File: src/rtl/sprite_anim_sequencer.sv
// Per-player sprite animation sequencer: IDLE/WALK/ATTACK/HIT priority FSM, frame changes
// committed only on frame_tick. Optional macro SPRITE_FACING_EN adds the facing_left register.
module sprite_anim_sequencer #(
    parameter int unsigned SPRITE_PIXELS = 4864,
    parameter int unsigned ADDR_WIDTH    = 16,
    parameter int unsigned FRAME_HOLD    = 6,
    parameter int unsigned WALK_BASE     = 1,
    parameter int unsigned WALK_FRAMES   = 4,
    parameter int unsigned ATTACK_BASE   = 5,
    parameter int unsigned ATTACK_FRAMES = 2,
    parameter int unsigned HIT_BASE      = 7,
    parameter int unsigned HIT_FRAMES    = 1
) (
    input  logic                  clk,
    input  logic                  reset,
    input  logic                  frame_tick,
    input  logic                  move_left,
    input  logic                  move_right,
    input  logic                  attack_req,
    input  logic                  hit,
    output logic [2:0]            sprite_select,
    output logic [ADDR_WIDTH-1:0] rom_base,
    output logic                  busy,
    output logic                  anim_done,
    output logic                  facing_left
);

    localparam int unsigned HW = (FRAME_HOLD > 1) ? $clog2(FRAME_HOLD) : 1;
    localparam logic [HW-1:0] HOLD_LAST = HW'(FRAME_HOLD - 1);
    localparam logic [2:0] WALK_LAST = 3'(WALK_FRAMES - 1);
    localparam logic [2:0] ATK_LAST  = 3'(ATTACK_FRAMES - 1);
    localparam logic [2:0] HIT_LAST  = 3'(HIT_FRAMES - 1);

    typedef enum logic [1:0] {StIdle, StWalk, StAttack, StHit} state_e;

    state_e          state_q, state_d;
    logic [2:0]      frame_q, frame_d;
    logic [HW-1:0]   hold_q, hold_d;
    logic            pend_atk_q, pend_atk_d;
    logic            pend_hit_q, pend_hit_d;
    logic            done_d;
    logic [2:0]      sel_d;
    logic [31:0]     prod;
    logic            move, in_anim, atk_now, hit_now;
    logic [2:0]      last;

    always_comb begin
        move       = move_left ^ move_right;
        in_anim    = (state_q == StAttack) || (state_q == StHit);
        // Attack requests are dropped outright while an animation is playing.
        atk_now    = pend_atk_q | (attack_req & ~in_anim);
        hit_now    = pend_hit_q | hit;
        last       = (state_q == StAttack) ? ATK_LAST : HIT_LAST;
        state_d    = state_q;
        frame_d    = frame_q;
        hold_d     = hold_q;
        pend_atk_d = atk_now;
        pend_hit_d = hit_now;
        done_d     = 1'b0;

        if (frame_tick) begin
            pend_atk_d = 1'b0;
            pend_hit_d = 1'b0;
            if (hit_now) begin
                state_d = StHit;
                frame_d = '0;
                hold_d  = '0;
            end else begin
                unique case (state_q)
                    StIdle: begin
                        if (atk_now || move) begin
                            state_d = atk_now ? StAttack : StWalk;
                            frame_d = '0;
                            hold_d  = '0;
                        end
                    end
                    StWalk: begin
                        if (atk_now || !move) begin
                            state_d = atk_now ? StAttack : StIdle;
                            frame_d = '0;
                            hold_d  = '0;
                        end else if (hold_q < HOLD_LAST) begin
                            hold_d = hold_q + 1'b1;
                        end else begin
                            hold_d  = '0;
                            frame_d = (frame_q == WALK_LAST) ? 3'd0 : frame_q + 3'd1;
                        end
                    end
                    StAttack, StHit: begin
                        if (hold_q < HOLD_LAST) begin
                            hold_d = hold_q + 1'b1;
                        end else begin
                            hold_d = '0;
                            if (frame_q == last) begin
                                state_d = move ? StWalk : StIdle;
                                frame_d = '0;
                                done_d  = 1'b1;
                            end else begin
                                frame_d = frame_q + 3'd1;
                            end
                        end
                    end
                endcase
            end
        end

        unique case (state_d)
            StIdle:   sel_d = 3'd0;
            StWalk:   sel_d = 3'(WALK_BASE) + frame_d;
            StAttack: sel_d = 3'(ATTACK_BASE) + frame_d;
            StHit:    sel_d = 3'(HIT_BASE) + frame_d;
        endcase
        prod = 32'(sel_d) * 32'(SPRITE_PIXELS);
    end

    always_ff @(posedge clk or posedge reset) begin
        if (reset) begin
            state_q       <= StIdle;
            frame_q       <= '0;
            hold_q        <= '0;
            pend_atk_q    <= 1'b0;
            pend_hit_q    <= 1'b0;
            sprite_select <= '0;
            rom_base      <= '0;
            busy          <= 1'b0;
            anim_done     <= 1'b0;
        end else begin
            state_q       <= state_d;
            frame_q       <= frame_d;
            hold_q        <= hold_d;
            pend_atk_q    <= pend_atk_d;
            pend_hit_q    <= pend_hit_d;
            sprite_select <= sel_d;
            rom_base      <= prod[ADDR_WIDTH-1:0];
            busy          <= (state_d == StAttack) || (state_d == StHit);
            anim_done     <= done_d;
        end
    end

`ifdef SPRITE_FACING_EN
    logic facing_q;

    // Direction is frozen while an attack or hit animation plays.
    always_ff @(posedge clk or posedge reset) begin
        if (reset) begin
            facing_q <= 1'b0;
        end else if (frame_tick && !in_anim) begin
            if (move_left && !move_right) begin
                facing_q <= 1'b1;
            end else if (move_right && !move_left) begin
                facing_q <= 1'b0;
            end
        end
    end

    assign facing_left = facing_q;
`else
    assign facing_left = 1'b0;
`endif

endmodule

File: config.mk
export PLATFORM = sky130hd
export DESIGN_NAME = sprite_anim_sequencer
export DESIGN_NICKNAME = d
export VERILOG_FILES = /design/src/rtl/sprite_anim_sequencer.sv
export SDC_FILE = /design/constraint.sdc
export NUM_CORES = 1
export LEC_CHECK = 0
export BUFFER_PORTS_ARGS = -buffer_cell sky130_fd_sc_hd__buf_2
export CAP_MARGIN = 25
export CORE_ASPECT_RATIO = 0.7
export CORE_UTILIZATION = 35
export CTS_CLUSTER_DIAMETER = 200
export CTS_CLUSTER_SIZE = 24
export DETAILED_ROUTE_END_ITERATION = 12
export GPL_ROUTABILITY_DRIVEN = 0
export PLACE_DENSITY = 0.55
export REMOVE_ABC_BUFFERS = 1
export SYNTH_ARGS = -nofsm -noshare
export SYNTH_HDL_FRONTEND = slang
export SYNTH_SLANG_ARGS = --single-unit
File: constraint.sdc
create_clock -name clk -period 5 [get_ports clk]
set_clock_uncertainty 0.15 [all_clocks]
set_input_delay 0.75 -clock clk [delete_from_list [all_inputs] [get_ports clk]]
set_output_delay 0.75 -clock clk [all_outputs]
set_load 0.05 [all_outputs]
Yosys cells after proc, flatten, opt, wreduce, memory -nomap -nowiden
Cells that the tools add are included.
- bits of input ports: 7
- output and inout bits: 22
- register bits after elaboration: 23
- word-level logic and storage cells: 72
- multiply operators: 1
- add/subtract/negate cells: 5
- reductions and logical operators: 9
- magnitude comparators: 1
- equal/unequal tests: 9
- multiplexer cells: 33
- bitwise gates (word level): 5
- operators with widths (operator ; number):
    two-way mux 3 bit ; 12
    case mux 3 bit (3 select lines) ; 2
    two-way mux 2 bit ; 8
    case mux 3 bit (4 select lines) ; 1
    two-way mux 1 bit ; 9
    equality test 2 bit, second input constant ; 4
    multiplier 3 x 5 -> 8 bit, second input constant ; 1
    adder 3 x 1 -> 3 bit, second input constant ; 2
    adder 3 bit, first input constant ; 2
    case mux 2 bit (3 select lines) ; 1
    equality test 2 x 1 -> 1 bit, second input constant ; 2
    logical NOT 2 bit ; 2
    logical OR 1 bit ; 4
    adder 1 x 3 -> 3 bit, first input constant ; 1
    equality test 3 x 1 -> 1 bit ; 1
    equality test 3 x 2 -> 1 bit, second input constant ; 1
    less-than comparator 3 bit, second input constant ; 1
    inequality test 3 bit, second input constant ; 1
    OR 1 bit ; 2
    AND reduction 2 bit ; 1
    OR reduction 2 bit ; 1
    AND 1 bit ; 1
    logical NOT 1 bit ; 1
    inverter 1 bit ; 1
    XOR 1 bit ; 1

Longest topological paths before layout
- word-level depth: 13
- mapped depth: 18
- mapped depth without buffers: 17

Least setup slack after synthesis
OpenSTA, ideal clock, no wires.
- path kind: input -> register
- start: input port hit
- end: register rom_base[14]
- path buffers: 0
- library setup time: 0.080 ns
- cell stages on the path: 14
- path slack: 1.056 ns
- arrival: 3.714 ns
- data required time: 4.770 ns
- cell sequence: nor3b_1 nand2_1 or3_1 o22ai_1 inv_1 fa_1 xor2_1 mux2_4 ha_1 inv_1 ha_1 ha_1 o21ai_0 xnor2_1
- cells in the longest elaborated chain, start to end: 6
- elaborated cells on any way between the ends: 14
- classes of those cells: add/sub: 3; mul: 1; eq/ne: 3; mux: 5; bitwise: 1; reduce/logical: 1
- ends and longest elaborated chain (item ; RTL line ; text):
    from (decl) ; 20 ; input logic hit,
    OR 1 bit * ; 52 ; hit_now = pend_hit_q | hit;
    two-way mux 3 bit * ; 64 ; if (hit_now) begin
    two-way mux 3 bit * ; 61 ; if (frame_tick) begin
    net frame_d[0] ; 37 ; logic [2:0] frame_q, frame_d;
    adder 3 bit, or another cell as far along ; 111 ; StHit: sel_d = 3'(HIT_BASE) + frame_d;
    case mux 3 bit (4 select lines) * ; 107 ; unique case (state_d)
    net sel_d[2] ; 42 ; logic [2:0] sel_d;
    multiplier 3 x 5 -> 8 bit * ; 113 ; prod = 32'(sel_d) * 32'(SPRITE_PIXELS);
    net prod[14] ; 43 ; logic [31:0] prod;
    to (signal assigned) ; 134 ; rom_base <= prod[ADDR_WIDTH-1:0];
    to (decl) ; 22 ; output logic [ADDR_WIDTH-1:0] rom_base,
Mark *: on every way through the listed nets, which the timed path passes. The rest lies on a longest branch.
A chain may end at the register's enable or synchronous reset.

Worst setup path in the final report
- start: input port frame_tick
- end: register rom_base[14]
- cells in the longest elaborated chain, start to end: 4
- elaborated cells on any way between the ends: 11
- classes of those cells: add/sub: 3; mul: 1; eq/ne: 3; mux: 3; reduce/logical: 1
- ends and longest elaborated chain (item ; RTL line ; text):
    from (decl) ; 16 ; input logic frame_tick,
    two-way mux 3 bit * ; 61 ;
    net frame_d[0] ; 37 ;
    adder 3 bit, or another cell as far along ; 111 ;
    case mux 3 bit (4 select lines) * ; 107 ;
    net sel_d[2] ; 42 ;
    multiplier 3 x 5 -> 8 bit * ; 113 ;
    net prod[14] ; 43 ;
Marked as above.

==> flow_summary.json <==
{
  "outcome": "finished clean",
  "cp_slowest_cell": "sky130_fd_sc_hd__nor3b_1",
  "min_path_type": "register to register",
  "cts.path.max_buffers": 2,
  "synth-compound-area-share_pct": 15.2,
  "ys_top_cells_by_area": "sky130_fd_sc_hd__dfrtp_1, sky130_fd_sc_hd__ha_1, sky130_fd_sc_hd__buf_4",
  "timing.fmax_mhz": 239,
  "postCtsResizedCells": 0,
  "worst_hold_slack_ns": 0.362,
  "cts_root_buffer": "sky130_fd_sc_hd__clkbuf_8",
  "ios": 29,
  "finalWorstSetupSlack_ns": 0.813,
  "die_x_um": 74.8,
  "yosys.cell_count.top_type": "sky130_fd_sc_hd__dfrtp_1",
  "post_synth_edffs": 0,
  "globalRoute.totalOverflow": 0,
  "finalHoldViolations": 0,
  "cts_buffers": 3,
  "synth.top_cells.by_count": "sky130_fd_sc_hd__dfrtp_1, sky130_fd_sc_hd__nor2_1, sky130_fd_sc_hd__buf_4, sky130_fd_sc_hd__nand2_1, sky130_fd_sc_hd__o21ai_0",
  "clock_latency_ns": 0.26,
  "setup-violations-final": 0,
  "clkPwrFrac_pct": 41.1,
  "yosys.area_share.xor_xnor_pct": 4.72,
  "synthAdderAreaFrac_pct": 10.2,
  "setup-tns-final_ns": 0,
  "area_delta_synth_final_pct": 13.3,
  "worstPathRequired_ns": 5.05,
  "total_leakage_power_nw": 0.705,
  "fp.dieArea_um2": 3970,
  "ir_worst_vdd_uv": 151,
  "place_hpwl_mm": 1.95,
  "cp_cell_sequence": "buf_2 > nor3b_1 > nand2_1 > or3_1 > o22ai_1 > inv_1 > fa_1 > xor2_1 > mux2_4 > ha_1 > inv_1 > ha_1 > ha_1 > o21ai_0 > xnor2_1",
  "synth.distinct_cells": 38,
  "fin_nets": 168,
  "route.antenna.remaining_nets": 0,
  "grt_start_max_net_pins": 23,
  "groute.usage.overall_pct": 14.7,
  "synthArstFlopShare_pct": 100,
  "cts_hold_buf": 0,
  "floorplan.die.height_um": 53.0,
  "fp-row-count": 18,
  "crit_buf_inv": 3,
  "synth_area_um2": 1300,
  "worst_path_largest_cell_delay_ns": 0.44,
  "yosysWarningCount": 0,
  "pwr-share-seq_pct": 46.2,
  "cell_internal_pwr_mw": 0.301,
  "coreArea_um2": 3540,
  "port_buffers": 19,
  "grt_antenna_before_repair": 0,
  "drt_pre_antenna_iters": 4,
  "synth_largest_type_area_fraction_pct": 42.3,
  "cts.clk_slew.worst_paths_ns": 0.08,
  "period_needed_ns": 4.19,
  "rsz0062_at_grt": "no",
  "post_synthesis_sequential_element_count": 22,
  "worst_setup_path_end_kind": "register",
  "final_min_period_over_clock_period_pct": 83.7,
  "main_combinational_cell_family_by_area_after_synthesis": "compound AO/OA/AOI/OAI gates",
  "finalNonFillerCells": 200,
  "synth-simple-area-share_pct": 14.6,
  "max_cap_viol_count": 0,
  "routed_wire_length_per_instance_um": 12.8,
  "worst_ep_arrival_time_ns": 4.23,
  "clock_tree_from_tritoncts": "yes",
  "synth.avg_cell_area_um2": 9.85,
  "crit_fanout": 11,
  "first_global_vias": 876,
  "remaining_drc_errors": 0,
  "post_synthesis_mux_area_share_pct": 3.66,
  "power.combinational.fraction_pct": 12.7,
  "power_per_cell_area_nw_per_um2": 273,
  "layout-drive-gt1-share_pct": 19.3,
  "effective_utilization_at_floorplan_pct": 36.8,
  "worst-slew-pin-transition_ns": 0.816,
  "seq_area_frac_synth_pct": 42.3,
  "finalWirelength_mm": 2.56,
  "critPathMostFrequentCell": "sky130_fd_sc_hd__ha_1",
  "vias": 983,
  "drt-initial-drc-count": 33,
  "cts.htree.levels": 1,
  "tritoncts_num_sinks": 22,
  "most_area_hungry_cell_type_in_the_yosys_netlist": "sky130_fd_sc_hd__dfrtp_1",
  "timing.critical_path.max_delay_family": "adder cells",
  "placement.setup.worst_slack_ns": 0.544,
  "synth_ff_type": "sky130_fd_sc_hd__dfrtp_1",
  "syn-instance-count": 132,
  "dpl.cell_count": 196,
  "power_switching_mw": 0.102,
  "routed_via_density": 4.92,
  "worst_setup_path_start_kind": "input pin",
  "p_sw_share_pct": 25.3,
  "relSlewSlack_pct": 45.6,
  "report.final.slew_viol_count": 0,
  "cts.repair_timing.setup_buffer_count": 0,
  "antenna-diode-count": 0,
  "critPathKind": "input pin to register",
  "grt_first_pass_wirelength_mm": 4.24
}
## power groups by stage
| stage | Combinational, mW | Sequential, mW | Clock (mW) |
|---|---|---|---|
| 6_report | 0.0510 | 0.186 | 0.166 |
| 5_1_grt | 0.0559 | 0.187 | 0.178 |
| 4_1_cts | 0.0513 | 0.186 | 0.170 |
| 3_5_place_dp | 0.0512 | 0.190 | 0 |
| 3_3_place_gp | 0.0506 | 0.189 | 0 |
| 2_1_floorplan | 0.0317 | 0.197 | 0 |
## path summary, 6_finish.rpt
kind,start,cells past startpoint,to,slack [ns]
worst min register to register,hold_q[2]$_DFFE_PP0P_,1,hold_q[2]$_DFFE_PP0P_,0.36
max in group asynchronous,reset,2,state_q[0]$_DFF_PP0_,3.71
min in group asynchronous,reset,2,sprite_select[0]$_DFF_PP0_,0.48
worst max register to register,frame_q[0]$_DFF_PP0_,15,rom_base[14]$_DFF_PP0_,1.10
worst min-delay path,hold_q[2]$_DFFE_PP0P_,1,hold_q[2]$_DFFE_PP0P_,0.36
worst max-delay path,frame_tick,15,rom_base[14]$_DFF_PP0_,0.81
## cells in the final DEF, fill, tap and decap left out, types with 2 or more instances in the layout
| cell | n |
|---|---|
| sky130_fd_sc_hd__nand3_1 | 3 |
| sky130_fd_sc_hd__ha_1 | 9 |
| sky130_fd_sc_hd__mux2_2 | 2 |
| sky130_fd_sc_hd__xor2_1 | 3 |
| sky130_fd_sc_hd__nand2_1 | 10 |
| sky130_fd_sc_hd__o21ai_0 | 10 |
| sky130_fd_sc_hd__clkbuf_8 | 3 |
| sky130_fd_sc_hd__buf_2 | 19 |
| sky130_fd_sc_hd__xnor2_1 | 4 |
| sky130_fd_sc_hd__nor2b_1 | 2 |
| sky130_fd_sc_hd__nor2_1 | 15 |
| sky130_fd_sc_hd__a21oi_1 | 3 |
| sky130_fd_sc_hd__conb_1 | 9 |
| sky130_fd_sc_hd__o41ai_1 | 2 |
| sky130_fd_sc_hd__inv_1 | 8 |
| sky130_fd_sc_hd__a41o_1 | 2 |
| sky130_fd_sc_hd__dfrtp_1 | 22 |
| sky130_fd_sc_hd__a22o_1 | 2 |
| sky130_fd_sc_hd__o21a_1 | 2 |
## sequential cells by signal, indices dropped and copies added, names as in the netlist
name,cells
pend_hit_q,1
pend_atk_q,1
anim_done,1
hold_q,3
sprite_select,3
busy,1
state_q,2
frame_q,3
rom_base,7
## per-stage QoR
step | power, mW | instance area (µm²) | utilization, %
floorplan | 0.229 | 1240 | -
global placement | 0.240 | 1400 | 39.6
detailed placement | 0.241 | 1400 | 39.6
CTS | 0.408 | 1470 | 41.6
global route | 0.421 | 1470 | 41.6
finish | 0.403 | 1470 | 41.6
## layout make-up
cell class              instances  area, µm²
well taps                      50       62.6
multi-input cells              97        663
inverters                       8       30.0
clock inverters                 1       30.0
clock buffers                   3       41.3
flip-flops and latches         22        551
repair buffers                 19       95.1
fillers                       343       2060
## worst reg2reg max path, delay by kind of cell, from the launching register on
kind,cells,cell delay [ns]
AOI/OAI and AO/OA,4,0.85
xor gates and xnor gates,2,0.34
adders and majority gates,6,1.57
buffers and inverters,2,0.15
DFF,1,0.44
muxes,1,0.35
## metal layers
metal,wire [µm],vias up,part of all wire [%],global-route usage (%)
li1,-,471,-,-
met1,1270,477,50,21.3
met2,1150,33,45,22.1
met3,125,2,4.9,4.00
met4,13,0,0.51,1.89
met5,0,-,0,0
## kinds of logic after synthesis
family	count (synthesis)
AOI/OAI and AO/OA	29
xor gates and xnor gates	7
adders and majority gates	10
buffers and inverters	21
DFF	22
muxes	4
other	1
and+or+nand+nor	38
(Power assumes the default switching activity.)
